[src/rtl/rotate_cordic.sv]
// rotate_cordic -- iterative CORDIC rotator for signed (x, y) points.
//
// Rotates (x_i, y_i) clockwise by angle_i (units of 2^-AW turn):
//   x_o = x*cos(a) + y*sin(a),  y_o = y*cos(a) - x*sin(a)
// An input is accepted in IDLE on valid_i & ready_o. After the micro-rotations
// (and the optional gain-compensation step) the saturated result is held on
// x_o/y_o with valid_o high until ready_i.
//
// Build option:
//   GAIN_COMP_EN  defined   -> extra SCALE cycle multiplies by 1/K (unity gain)
//                 undefined -> outputs carry the CORDIC gain K ~= 1.6468
//
// Ports:
//   clk_i    system clock
//   rst_i    synchronous active-high reset
//   valid_i  input point/angle valid       ready_o  block can accept input
//   x_i/y_i  signed input point (W bits)   angle_i  rotation angle (AW bits)
//   valid_o  result valid                  ready_i  downstream accepts result
//   x_o/y_o  signed rotated point, saturated to W bits
module rotate_cordic #(
  parameter int W    = 10,
  parameter int AW   = 8,
  parameter int ITER = 12
) (
  input  logic                clk_i,
  input  logic                rst_i,
  input  logic                valid_i,
  output logic                ready_o,
  input  logic signed [W-1:0] x_i,
  input  logic signed [W-1:0] y_i,
  input  logic [AW-1:0]       angle_i,
  output logic                valid_o,
  input  logic                ready_i,
  output logic signed [W-1:0] x_o,
  output logic signed [W-1:0] y_o
);

  localparam int XW = W + 3;
  localparam logic signed [31:0] SAT_MAX = (32'sd1 <<< (W - 1)) - 32'sd1;
  localparam logic signed [31:0] SAT_MIN = -(32'sd1 <<< (W - 1));

`ifdef GAIN_COMP_EN
  typedef enum logic [1:0] {S_IDLE, S_ROT, S_SCALE, S_DONE} state_t;
`else
  typedef enum logic [1:0] {S_IDLE, S_ROT, S_DONE} state_t;
`endif

  state_t                state_q, state_d;
  logic [4:0]            cnt_q, cnt_d;
  logic signed [XW-1:0]  x_q, x_d, y_q, y_d;
  logic signed [15:0]    z_q, z_d;
  logic signed [W-1:0]   xo_q, xo_d, yo_q, yo_d;

  logic [15:0]           ang16;
  logic signed [XW-1:0]  xs, ys, xsh, ysh;

  // atan(2^-i) in units of 2^-16 turn
  function automatic logic signed [15:0] atan_tab(input logic [3:0] i);
    case (i)
      4'd0:    return 16'sd8192;
      4'd1:    return 16'sd4836;
      4'd2:    return 16'sd2555;
      4'd3:    return 16'sd1297;
      4'd4:    return 16'sd651;
      4'd5:    return 16'sd326;
      4'd6:    return 16'sd163;
      4'd7:    return 16'sd81;
      4'd8:    return 16'sd41;
      4'd9:    return 16'sd20;
      4'd10:   return 16'sd10;
      4'd11:   return 16'sd5;
      4'd12:   return 16'sd3;
      4'd13:   return 16'sd1;
      4'd14:   return 16'sd1;
      default: return 16'sd0;
    endcase
  endfunction

  // Arithmetic shift with round-to-nearest. Plain truncation pins small
  // negative terms at -1 and lets the late iterations walk x several LSB off.
  function automatic logic signed [XW-1:0] rshr(input logic signed [XW-1:0] v,
                                                input logic [4:0] sh);
    logic signed [31:0] t;
    t = 32'(v) + ((sh == 5'd0) ? 32'sd0 : (32'sd1 <<< (sh - 5'd1)));
    return XW'(t >>> sh);
  endfunction

  function automatic logic signed [W-1:0] sat_w(input logic signed [31:0] v);
    if (v > SAT_MAX) return W'(SAT_MAX);
    if (v < SAT_MIN) return W'(SAT_MIN);
    return W'(v);
  endfunction

`ifdef GAIN_COMP_EN
  // 622/1024 ~= 1/K, rounded
  function automatic logic signed [31:0] gain_fix(input logic signed [XW-1:0] v);
    logic signed [31:0] p;
    p = 32'(v) * 32'sd622 + 32'sd512;
    return p >>> 10;
  endfunction
`endif

  assign ang16   = 16'(angle_i) << (16 - AW);
  assign xs      = XW'(x_i);
  assign ys      = XW'(y_i);
  assign xsh     = rshr(x_q, cnt_q);
  assign ysh     = rshr(y_q, cnt_q);

  assign ready_o = (state_q == S_IDLE);
  assign valid_o = (state_q == S_DONE);
  assign x_o     = xo_q;
  assign y_o     = yo_q;

  always_comb begin
    state_d = state_q;
    cnt_d   = cnt_q;
    x_d     = x_q;
    y_d     = y_q;
    z_d     = z_q;
    xo_d    = xo_q;
    yo_d    = yo_q;
    unique case (state_q)
      S_IDLE: begin
        if (valid_i) begin
          state_d = S_ROT;
          cnt_d   = '0;
          // Quadrant pre-rotation leaves a residual in [0, 90 deg)
          z_d     = {2'b00, ang16[13:0]};
          unique case (ang16[15:14])
            2'd0:    begin x_d = xs;  y_d = ys;  end
            2'd1:    begin x_d = ys;  y_d = -xs; end
            2'd2:    begin x_d = -xs; y_d = -ys; end
            default: begin x_d = -ys; y_d = xs;  end
          endcase
        end
      end
      S_ROT: begin
        if (cnt_q == 5'(ITER)) begin
`ifdef GAIN_COMP_EN
          state_d = S_SCALE;
`else
          state_d = S_DONE;
          xo_d    = sat_w(32'(x_q));
          yo_d    = sat_w(32'(y_q));
`endif
        end else begin
          cnt_d = cnt_q + 5'd1;
          if (!z_q[15]) begin
            x_d = x_q + ysh;
            y_d = y_q - xsh;
            z_d = z_q - atan_tab(cnt_q[3:0]);
          end else begin
            x_d = x_q - ysh;
            y_d = y_q + xsh;
            z_d = z_q + atan_tab(cnt_q[3:0]);
          end
        end
      end
`ifdef GAIN_COMP_EN
      S_SCALE: begin
        state_d = S_DONE;
        xo_d    = sat_w(gain_fix(x_q));
        yo_d    = sat_w(gain_fix(y_q));
      end
`endif
      S_DONE: begin
        if (ready_i) state_d = S_IDLE;
      end
      default: state_d = S_IDLE;
    endcase
  end

  always_ff @(posedge clk_i) begin
    if (rst_i) begin
      state_q <= S_IDLE;
      cnt_q   <= '0;
      x_q     <= '0;
      y_q     <= '0;
      z_q     <= '0;
      xo_q    <= '0;
      yo_q    <= '0;
    end else begin
      state_q <= state_d;
      cnt_q   <= cnt_d;
      x_q     <= x_d;
      y_q     <= y_d;
      z_q     <= z_d;
      xo_q    <= xo_d;
      yo_q    <= yo_d;
    end
  end

endmodule
[config.mk]
export PLATFORM = sky130hd
export DESIGN_NAME = rotate_cordic
export DESIGN_NICKNAME = d
export VERILOG_FILES = /design/src/rtl/rotate_cordic.sv
export SDC_FILE = /design/constraint.sdc
export NUM_CORES = 1
export LEC_CHECK = 0
export CORE_MARGIN = 2
export CORE_UTILIZATION = 40
export DETAILED_ROUTE_END_ITERATION = 10
export GPL_TIMING_DRIVEN = 0
export SLEW_MARGIN = 5
export SYNTH_ARGS = -nofsm -noshare
export SYNTH_HDL_FRONTEND = slang
export SYNTH_SLANG_ARGS = --single-unit
[constraint.sdc]
create_clock -name clk_i -period 13.1 [get_ports clk_i]
set_clock_uncertainty 0.05 [all_clocks]
set_input_delay 1.965 -clock clk_i [delete_from_list [all_inputs] [get_ports clk_i]]
set_output_delay 1.965 -clock clk_i [all_outputs]
set_load 0.05 [all_outputs]
* Word-level counts from Yosys, hierarchy flattened
Memory sizes are Yosys's and may differ from the RTL's. A register that Yosys moved wholly into a read port is not among the register bits. Index checks and enable logic that the tools add are counted.
Word-level totals: ROM bits 448, register bits after elaboration 69, output and inout bits 22, memories kept 2
Cells by class: muxes and demuxes 54, $lt $le $gt $ge 4, shift operators 3, add/subtract/negate cells 12, reduce and logical (&&, ||, !) cells 7, equality and inequality tests 9
Memory list:
- (name not given) | depth 16, bits a word 14, rd ports 1, clocked after Yosys merged registers in 1, write ports 0, line 59 | case (i)
- (name not given) | depth 16, bits a word 14, rd ports 1, clocked after Yosys merged registers in 1, write ports 0, line 59
Operators with widths (count):
- 16-bit 2-to-1 mux | 9
- 10-bit 2-to-1 mux | 8
- 13-bit 2-to-1 mux | 6
- 13-bit one-hot mux with 3 select lines | 2
- 13-bit by 32-bit adder with 32-bit output | 2
- 32-bit by 5-bit >>> shifter with 13-bit output | 2
- 13-bit one-hot mux with 2 select lines | 2
- 32-bit 2-to-1 mux | 1
- 16-bit one-hot mux with 2 select lines | 1
- 2-bit by 5-bit <<< shifter with 32-bit output (first input constant) | 1
- 13-bit adder | 2
- 13-bit by 10-bit > comparator with 1-bit output (second input constant) | 2
- 13-bit by 10-bit < comparator with 1-bit output (second input constant) | 2
- 10-bit negator with 13-bit output | 2
- 13-bit subtractor | 2
- 16-bit adder | 1
- 4-bit 2-to-1 mux | 4
- 16-bit subtractor | 1
- 1-bit 2-to-1 mux | 14
- 5-bit 2-to-1 mux | 2
- 5-bit one-hot mux with 2 select lines | 1
- 2-bit 2-to-1 mux | 3
- 2-bit inequality test (second input constant) | 3
- 2-bit one-hot mux with 3 select lines | 1
- 11 further kinds | 15

* Longest topological paths before layout
Gate-level depths: netlist (run 1).
word-level depth 9, depth in mapped cells 48, gate-level depth less buffers 38

* Worst setup path before layout (run 1)
Ideal clock, no wire load.
path type register to register, start reg cnt_q[1], end reg x_q[12], slack 3.190 ns, path buffers 10, arrival 9.774 ns, stages on the path, launching flop included 47, required time 12.964 ns, clock period less this slack 9.910 ns, cells stage by stage dfxtp_1 > buf_2 > inv_1 > clkbuf_1 > buf_1 > clkbuf_1 > buf_1 > buf_1 > ha_1 > buf_2 > buf_2 > nand3_4 > buf_2 > a211oi_2 > and2_1 > ha_1 > clkbuf_1 > a21oi_1 > (+11 left out) > ha_1 > a21oi_1 > fa_1 > a21o_1 > a21oi_1 > o21ai_0 > a21oi_1 > o21ai_0 > a21oi_1 > o21ai_0 > o21ai_0 > nand2b_1 > a21oi_1 > xnor2_1 > xnor2_1 > or2_2 > o2111ai_1 > a221oi_2
On the way: word-level cells in the longest chain between the ends 9, elaborated cells between the ends (all ways) 14, classes of those cells add/sub: 4; eq/ne: 2; shift: 2; mux: 4; reduce/logical: 2
Ends and longest elaborated chain:
- from (decl) | line 49 | logic [4:0] cnt_q, cnt_d;
- from (signal assigned) | line 184 | cnt_q <= cnt_d;
- 5-bit by 1-bit subtractor with 5-bit output | line 84 | t = 32'(v) + ((sh == 5'd0) ? 32'sd0 : (32'sd1 <<< (sh - 5'd1)));
- 2-bit by 5-bit <<< shifter with 32-bit output | line 84
- 32-bit 2-to-1 mux | line 84
- 13-bit by 32-bit adder with 32-bit output | line 84
- 32-bit by 5-bit >>> shifter with 13-bit output | line 85 | return XW'(t >>> sh);
- 13-bit adder or 13-bit subtractor (tied branches) | line 149, 153
- 13-bit 2-to-1 mux | line 148 | if (!z_q[15]) begin
- 13-bit 2-to-1 mux | line 138 | if (cnt_q == 5'(ITER)) begin
- 13-bit one-hot mux with 2 select lines | line 122 | unique case (state_q)
- to (signal assigned) | line 177 | x_q <= '0;
- to (signal assigned) | line 185 | x_q <= x_d;
- to (decl) | line 50 | logic signed [XW-1:0] x_q, x_d, y_q, y_d;
Parallel ways exist; a longest one is shown, timed or not. The select of a mux whose other input is x is not followed. A chain may end at the register's enable or synchronous reset.

* Worst setup path in the final report (run 1)
start reg cnt_q[1], end reg y_q[12]
On the way: word-level cells in the longest chain between the ends 9, elaborated cells between the ends (all ways) 14, classes of those cells add/sub: 4; eq/ne: 2; shift: 2; mux: 4; reduce/logical: 2
Ends and longest elaborated chain:
- 5-bit by 1-bit subtractor with 5-bit output | line 84
- 2-bit by 5-bit <<< shifter with 32-bit output | line 84
- 32-bit 2-to-1 mux | line 84
- 13-bit by 32-bit adder with 32-bit output | line 84
- 32-bit by 5-bit >>> shifter with 13-bit output | line 85
- 13-bit subtractor or 13-bit adder (tied branches) | line 150, 154
- 13-bit 2-to-1 mux | line 148
- 13-bit 2-to-1 mux | line 138
- 13-bit one-hot mux with 2 select lines | line 122
- to (signal assigned) | line 186 | y_q <= y_d;
- to (decl) | line 50
Parallel ways exist; a longest one is shown, timed or not. The select of a mux whose other input is x is not followed.

==> results of run 1 <==
## how the worst min path moves through the flow
stage               slack (ns)           startpoint             endpoint  cells after the start
floorplan                 0.39  z_q[0]$_SDFFE_PP0P_  z_q[0]$_SDFFE_PP0P_                      2
global placement          0.39  x_o[1]$_SDFFE_PP0P_  x_o[1]$_SDFFE_PP0P_                      2
detailed placement        0.39  x_o[6]$_SDFFE_PP0P_  x_o[6]$_SDFFE_PP0P_                      2
CTS                       0.41  y_o[3]$_SDFFE_PP0P_  y_o[3]$_SDFFE_PP0P_                      2
global route              0.42  x_o[8]$_SDFFE_PP0P_  x_o[8]$_SDFFE_PP0P_                      2
finish                    0.40  y_o[7]$_SDFFE_PP0P_  y_o[7]$_SDFFE_PP0P_                      2
## worst max-delay path: cells and delay by family, from the launching register on
family / cells / cell delay, ns
xor gates and xnor gates: 2 / 0.45
buffers and inverters: 10 / 3.10
and+or+nand+nor: 7 / 1.55
adders and majority gates: 4 / 1.45
AOI/OAI and AO/OA: 21 / 5.61
DFF: 1 / 0.39
## synth_stat cells (12+ instances only)
cell type,count,area (um2)
or3_1,31,194
nand2b_1,26,163
a21oi_1,182,911
a32oi_1,14,123
and3_1,35,219
nand2_1,241,905
a211o_1,15,131
o21ai_0,121,606
inv_1,65,244
nand3_1,81,405
a31oi_1,39,244
ha_1,80,1000
o22ai_1,17,106
o31ai_1,21,158
o211ai_1,44,330
nor2b_1,15,93.8
a311oi_1,26,228
a22oi_1,18,135
mux4_2,27,608
xnor2_1,90,788
buf_1,31,116
o21a_1,20,150
nor2_1,231,867
and2_1,34,213
o2111ai_1,19,166
a211oi_1,64,480
a221oi_1,21,184
nand4_1,42,263
mux2i_1,33,330
o221ai_1,19,166
a31o_2,12,105
or2_2,13,81.3
nor4_1,18,113
dfxtp_1,83,1660
buf_2,22,110
a21o_1,36,270
xor2_1,45,394
a21boi_0,12,90.1
nor3_1,103,515
clkbuf_1,139,522
mux2_2,21,236
a2111oi_0,18,158
## cells by family after synthesis
| kind of cell | Yosys count |
|---|---|
| AOI/OAI and AO/OA | 909 |
| xor gates and xnor gates | 136 |
| adders and majority gates | 87 |
| buffers and inverters | 272 |
| DFF | 83 |
| muxes | 82 |
| and+or+nand+nor | 933 |
## what timing repair did
action,in CTS,in global routing
gates resized for setup,19,23
setup buffers,0,2
pin swaps,0,1
endpoints found under the setup margin,14,4
## stage by stage
step	hold WS (ns)	utilization [%]	setup TNS, ns	std cells	cell area, um2
after global placement	0.393	43.4	-12.33	3134	18700
after CTS	0.407	44.2	0	3151	19000
after floorplan	0.386	-	0	2502	17500
after detailed placement	0.394	43.4	-9.10	3135	18700
after global routing	0.424	44.6	-0.0328	3154	19200
final	0.402	44.6	0	3154	19200
## layout make-up
| cell class | count | share of cell area, % |
|---|---|---|
| Timing Repair Buffer | 53 | 2.72 |
| Clock inverter | 6 | 0.261 |
| Inverter | 70 | 1.39 |
| Multi-Input combinational cell | 2147 | 77.5 |
| Buffer | 200 | 4.47 |
| Tap cell | 585 | 3.81 |
| Sequential cell | 83 | 8.65 |
| Clock buffer | 10 | 1.19 |
## metal layers
metal	vias to the layer above	routed length, um	track usage, %
li1	9799	-	-
met3	475	11500	12.4
met5	-	11	0
met4	2	10100	36.9
met2	1688	44500	69.7
met1	10900	38500	54.0
## report_power, final
part | internal (W) | switching, W
clock network | 0.000130 | 0.000120
logic | 0.000441 | 0.000870
registers | 0.000274 | 0.0000320
total | 0.000845 | 0.00102
==> flow_metrics.env, run 1 <==
export IMPL_synth_xor_xnor_area_share_pct=6.85
export IMPL_ys_warn_count=0
export IMPL_synth_seq_cells=83
export IMPL_slew_viol_final=0
export IMPL_synth_edf_count=0
export IMPL_worst_slew_pin_transition_ns=1.37
export IMPL_drtIter0Drc=3433
export IMPL_synth_fa_ha_area_share_pct=6.30
export IMPL_min_period_over_period_pct=98.2
export IMPL_critPathSlowestCell="o311ai_1"
export IMPL_leakage_nw=6.83
export IMPL_syn_nets=2617
export IMPL_grt_pass1_vias=21300
export IMPL_rr_worst_depth=44
export IMPL_cp_arrival_ns=13.01
export IMPL_ff2ff_setup_slack_ns=0.24
export IMPL_cts_root_buf="clkbuf_16"
export IMPL_drv_cap=0
export IMPL_setup_worst_path_start_class="register"
export IMPL_io_pins=54
export IMPL_cts_sinks=83
export IMPL_grt_pass1_wl_um=150000
export IMPL_slew_headroom_pct=8.49
export IMPL_hold_buffers=0
export IMPL_dieArea_mm2=0.0454
export IMPL_peakVddDrop_mv=0.108
export IMPL_final_cell_mix="241 x nand2_1, 230 x nor2_1, 182 x a21oi_1"
export IMPL_syn_cell_area_mm2=0.0175
export IMPL_hold_viol_final=0
export IMPL_die_w_um=213
export IMPL_clock_fmax_mhz=77.7
export IMPL_cts_path_max_buffers=2
export IMPL_numCtsBuffers=9
export IMPL_detail_route_antenna_nets=0
export IMPL_final_common_cell="nand2_1"
export IMPL_port_buffer_count=47
export IMPL_cp_common_cell="a21oi_1"
export IMPL_syn_avg_cell_area_um2=6.99
export IMPL_power_per_cell_area_mw_per_mm2=97.3
export IMPL_required_ns=13.25
export IMPL_rsz0062_at_grt="yes"
export IMPL_antenna_cells=0
export IMPL_syn_to_final_growth_pct=9.76
export IMPL_seq_area_frac_synth_pct=9.50
export IMPL_cts_tree="yes"
export IMPL_setup_viol=0
export IMPL_grt_overflow=0
export IMPL_grtUsageTotal_pct=45.8
export IMPL_period_minus_slack_ns=12.86
export IMPL_r2r_start="cnt_q[1]$_SDFFE_PP0P_"
export IMPL_ff_latch_area_mm2=0.00166
export IMPL_routedWlPerCell_um=33.2
export IMPL_synth_top_family_by_area="compound AO/OA/AOI/OAI gates"
export IMPL_worst_path_largest_cell_delay_ns=0.73
export IMPL_setup_ws_ns=0.238
export IMPL_fillCellCount=4540
export IMPL_clock_latency_ns=0.37
export IMPL_cp_startpoint="cnt_q[1]$_SDFFE_PP0P_"
export IMPL_drt_pass1_iterations=6
export IMPL_antenna_found_initial=1
export IMPL_crit_path_end="y_q[12]$_SDFFE_PP0P_"
export IMPL_status="finished clean"
export IMPL_worstSetupPathType="register to register"
export IMPL_async_flop_share_pct=0
export IMPL_vias_per_cell=7.24
export IMPL_grt_max_degree=16
export IMPL_synthSimpleGateAreaFrac_pct=26.3
export IMPL_cp_max_fo=12
export IMPL_synth_compound_area_share_pct=37.9
export IMPL_place_congestion=1.09
export IMPL_crit_path_end_kind="register"
export IMPL_start_util_pct=40.6
export IMPL_synthCells=2502
export IMPL_fin_nets=2679
export IMPL_fin_total_pwr_w=0.00187
export IMPL_drc=0
export IMPL_multi_input_area_mm2=0.0149
export IMPL_die_h_um=213
export IMPL_r2r_end="y_q[12]$_SDFFE_PP0P_"
export IMPL_pre_cts_ws_ns=-1.81
export IMPL_synth_mux_area_share_pct=6.78
export IMPL_synth_ff_type="dfxtp_1"
export IMPL_row_count=76
export IMPL_htree_levels=3
export IMPL_core_area_mm2=0.0431
export IMPL_path_clk_slew_ns=0.07
export IMPL_hp_class="register to register"
export IMPL_synth_cell_type_count=125
export IMPL_drive_gt1_share_pct=8.56
export IMPL_via_count=22800
export IMPL_post_dp_hpwl_um=82800
export IMPL_totalWireLength_um=105000
No activity file was read; power rests on OpenSTA's default activity.
==> inputs of run 2 (changes only) <==
--- a/config.mk
+++ b/config.mk
@@ -5,6 +5,7 @@
 export SDC_FILE = /design/constraint.sdc
 export NUM_CORES = 1
 export LEC_CHECK = 0
+export CORE_ASPECT_RATIO = 1.25
 export CORE_MARGIN = 2
 export CORE_UTILIZATION = 40
 export DETAILED_ROUTE_END_ITERATION = 10
==> run 2 against run 1 <==
Against the previous run: the flow now finishes with violations (capacitance limit, slew limit); design area down 0.13%; clock power up 7%; worst hold slack worse by 0.0011 ns; total power up 2.5%; flip-flop and latch count unchanged; worst setup slack better by 0.039 ns; critical endpoint is now x_q[12]$_SDFFE_PP0P_; largest cell class unchanged.
==> flow_metrics.env, run 2 (same netlist as run 1, synthesis figures left out) <==
export IMPL_grt_overflow=0
export IMPL_cts_path_max_buffers=2
export IMPL_violations="capacitance limit, slew limit"
export IMPL_die_h_um=238
export IMPL_final_area_mm2=0.0192
export IMPL_syn_to_final_growth_pct=9.61
export IMPL_crit_path_end_kind="register"
export IMPL_slew_viol_final=8
export IMPL_drive_gt1_share_pct=8.52
export IMPL_fin_nets=2679
export IMPL_final_cell_mix="241 x nand2_1, 230 x nor2_1, 177 x a21oi_1"
export IMPL_clock_fmax_mhz=78.0
export IMPL_post_dp_cell_area_mm2=0.0187
export IMPL_dieArea_mm2=0.0454
export IMPL_cts_root_buf="clkbuf_16"
export IMPL_hold_ws_ns=0.401
export IMPL_clock_latency_ns=0.36
export IMPL_routedWlPerCell_um=34.5
export IMPL_leakage_nw=6.84
export IMPL_slew_headroom_pct=-4.55
export IMPL_vias_per_cell=7.31
export IMPL_final_common_cell="nand2_1"
export IMPL_drc=0
export IMPL_port_buffer_count=47
export IMPL_detail_route_antenna_nets=0
export IMPL_cts_tree="yes"
export IMPL_worst_path_largest_cell_delay_ns=0.83
export IMPL_required_ns=13.32
export IMPL_r2r_start="cnt_q[0]$_SDFFE_PP0P_"
export IMPL_hold_buffers=0
export IMPL_power_per_cell_area_mw_per_mm2=99.8
export IMPL_cp_max_fo=12
export IMPL_grt_max_degree=16
export IMPL_hp_class="register to register"
export IMPL_dp_cells=3116
export IMPL_r2r_end="x_q[12]$_SDFFE_PP0P_"
export IMPL_critPathSlowestCell="a211oi_2"
export IMPL_instances_no_fill=3136
export IMPL_core_area_mm2=0.0431
export IMPL_holdPathStages=2
export IMPL_drv_cap=2
export IMPL_drtIter0Drc=3138
export IMPL_start_util_pct=40.6
export IMPL_grt_pass1_wl_um=153000
export IMPL_htree_levels=3
export IMPL_peakVddDrop_mv=0.0898
export IMPL_totalWireLength_um=108000
export IMPL_cp_arrival_ns=13.05
export IMPL_whs_endpoint="y_o[8]$_SDFFE_PP0P_"
export IMPL_worst_slew_pin_transition_ns=1.56
export IMPL_status="finished, violations left"
export IMPL_hold_path_startpoint="y_o[8]$_SDFFE_PP0P_"
export IMPL_setup_viol=0
export IMPL_final_util_pct=44.5
export IMPL_cts_sinks=83
export IMPL_die_w_um=191
export IMPL_numCtsBuffers=9
export IMPL_io_pins=54
export IMPL_period_minus_slack_ns=12.82
export IMPL_hold_viol_final=0
export IMPL_post_dp_hpwl_um=84100
export IMPL_grt_pass1_vias=21200
export IMPL_row_count=85
export IMPL_rr_worst_depth=44
export IMPL_min_period_over_period_pct=97.9
export IMPL_via_count=22900
export IMPL_setup_worst_path_start_class="register"
export IMPL_drt_pass1_iterations=8
export IMPL_ff2ff_setup_slack_ns=0.28
export IMPL_fillCellCount=4580
export IMPL_grtUsageTotal_pct=47.0
export IMPL_antenna_found_initial=3
export IMPL_path_clk_slew_ns=0.07
export IMPL_worstSetupPathType="register to register"
export IMPL_place_congestion=1.09
export IMPL_rsz0062_at_grt="no"
[run 2: cell count changes in the layout (fill, tap and decap cells not counted), moves of 2 or more]
cell | previous run | this run
nor3_1 | 99 | 101
nor3_2 | 7 | 5
a21boi_1 | 3 | 1
a2111oi_1 | 2 | 4
diode_2 | 0 | 2
clkbuf_8 | 2 | 0
a21oi_1 | 182 | 177
a21oi_2 | 4 | 9
[run 2: worst max path at each step]
stage | slack [ns] | cells past startpoint | start | end
5_1_grt | 0.04 | 45 | cnt_q[0]$_SDFFE_PP0P_ | x_q[12]$_SDFFE_PP0P_
4_1_cts | 0.09 | 47 | cnt_q[1]$_SDFFE_PP0P_ | x_q[12]$_SDFFE_PP0P_
3_5_place_dp | -1.57 | 45 | cnt_q[1]$_SDFFE_PP0P_ | y_q[12]$_SDFFE_PP0P_
2_1_floorplan | 3.19 | 46 | cnt_q[1]$_SDFFE_PP0P_ | x_q[12]$_SDFFE_PP0P_
6_report | 0.28 | 44 | cnt_q[0]$_SDFFE_PP0P_ | x_q[12]$_SDFFE_PP0P_
3_3_place_gp | -1.70 | 45 | cnt_q[1]$_SDFFE_PP0P_ | x_q[12]$_SDFFE_PP0P_
[run 2: power breakdown]
part / internal (W) / switching, W / leakage (nW)
registers: 0.000274 / 0.0000330 / 0.679
logic: 0.000441 / 0.000899 / 6.02
clock network: 0.000149 / 0.000119 / 0.142
[run 2: what timing repair did]
action,CTS,global route
resized for setup,20,24
pin swaps,0,1
buffers inserted,0,2
endpoints found under the hold margin,0,0
endpoints found under the setup margin,12,7
[run 2: per-stage QoR]
step           setup WS, ns  setup TNS (ns)  total power (W)
2_1_floorplan          3.19               0          0.00113
3_3_place_gp          -1.70           -9.75          0.00153
3_5_place_dp          -1.57           -6.95          0.00154
4_1_cts              0.0939               0          0.00182
5_1_grt              0.0408               0          0.00199
6_report              0.277               0          0.00191
[run 2: cell type report]
cell class	instances	area [um2]	share of cell area, %
multi-input combinational	2147	14900	77.5
sequential	83	1660	8.67
buffer	200	856	4.46
tap	565	707	3.69
timing repair buffer	53	518	2.70
inverter	70	263	1.37
clock buffer	9	225	1.17
clock inverter	7	76.3	0.398
antenna	2	5.00	0.0261
[run 2: critical path, delay by kind of cell, from the launching register on]
family	cells	cell delay [ns]
buffers and inverters	12	3.65
xor gates and xnor gates	3	0.73
and+or+nand+nor	6	1.85
AOI/OAI and AO/OA	20	5.28
adders and majority gates	3	0.70
DFF	1	0.40
[run 2: routing by layer]
metal | global-route usage, % | vias up | routed length (um)
met5 | 0 | - | 11
met3 | 14.5 | 522 | 11800
met2 | 73.0 | 1605 | 46700
met1 | 52.0 | 11000 | 37700
li1 | - | 9804 | -
met4 | 40.1 | 2 | 11800
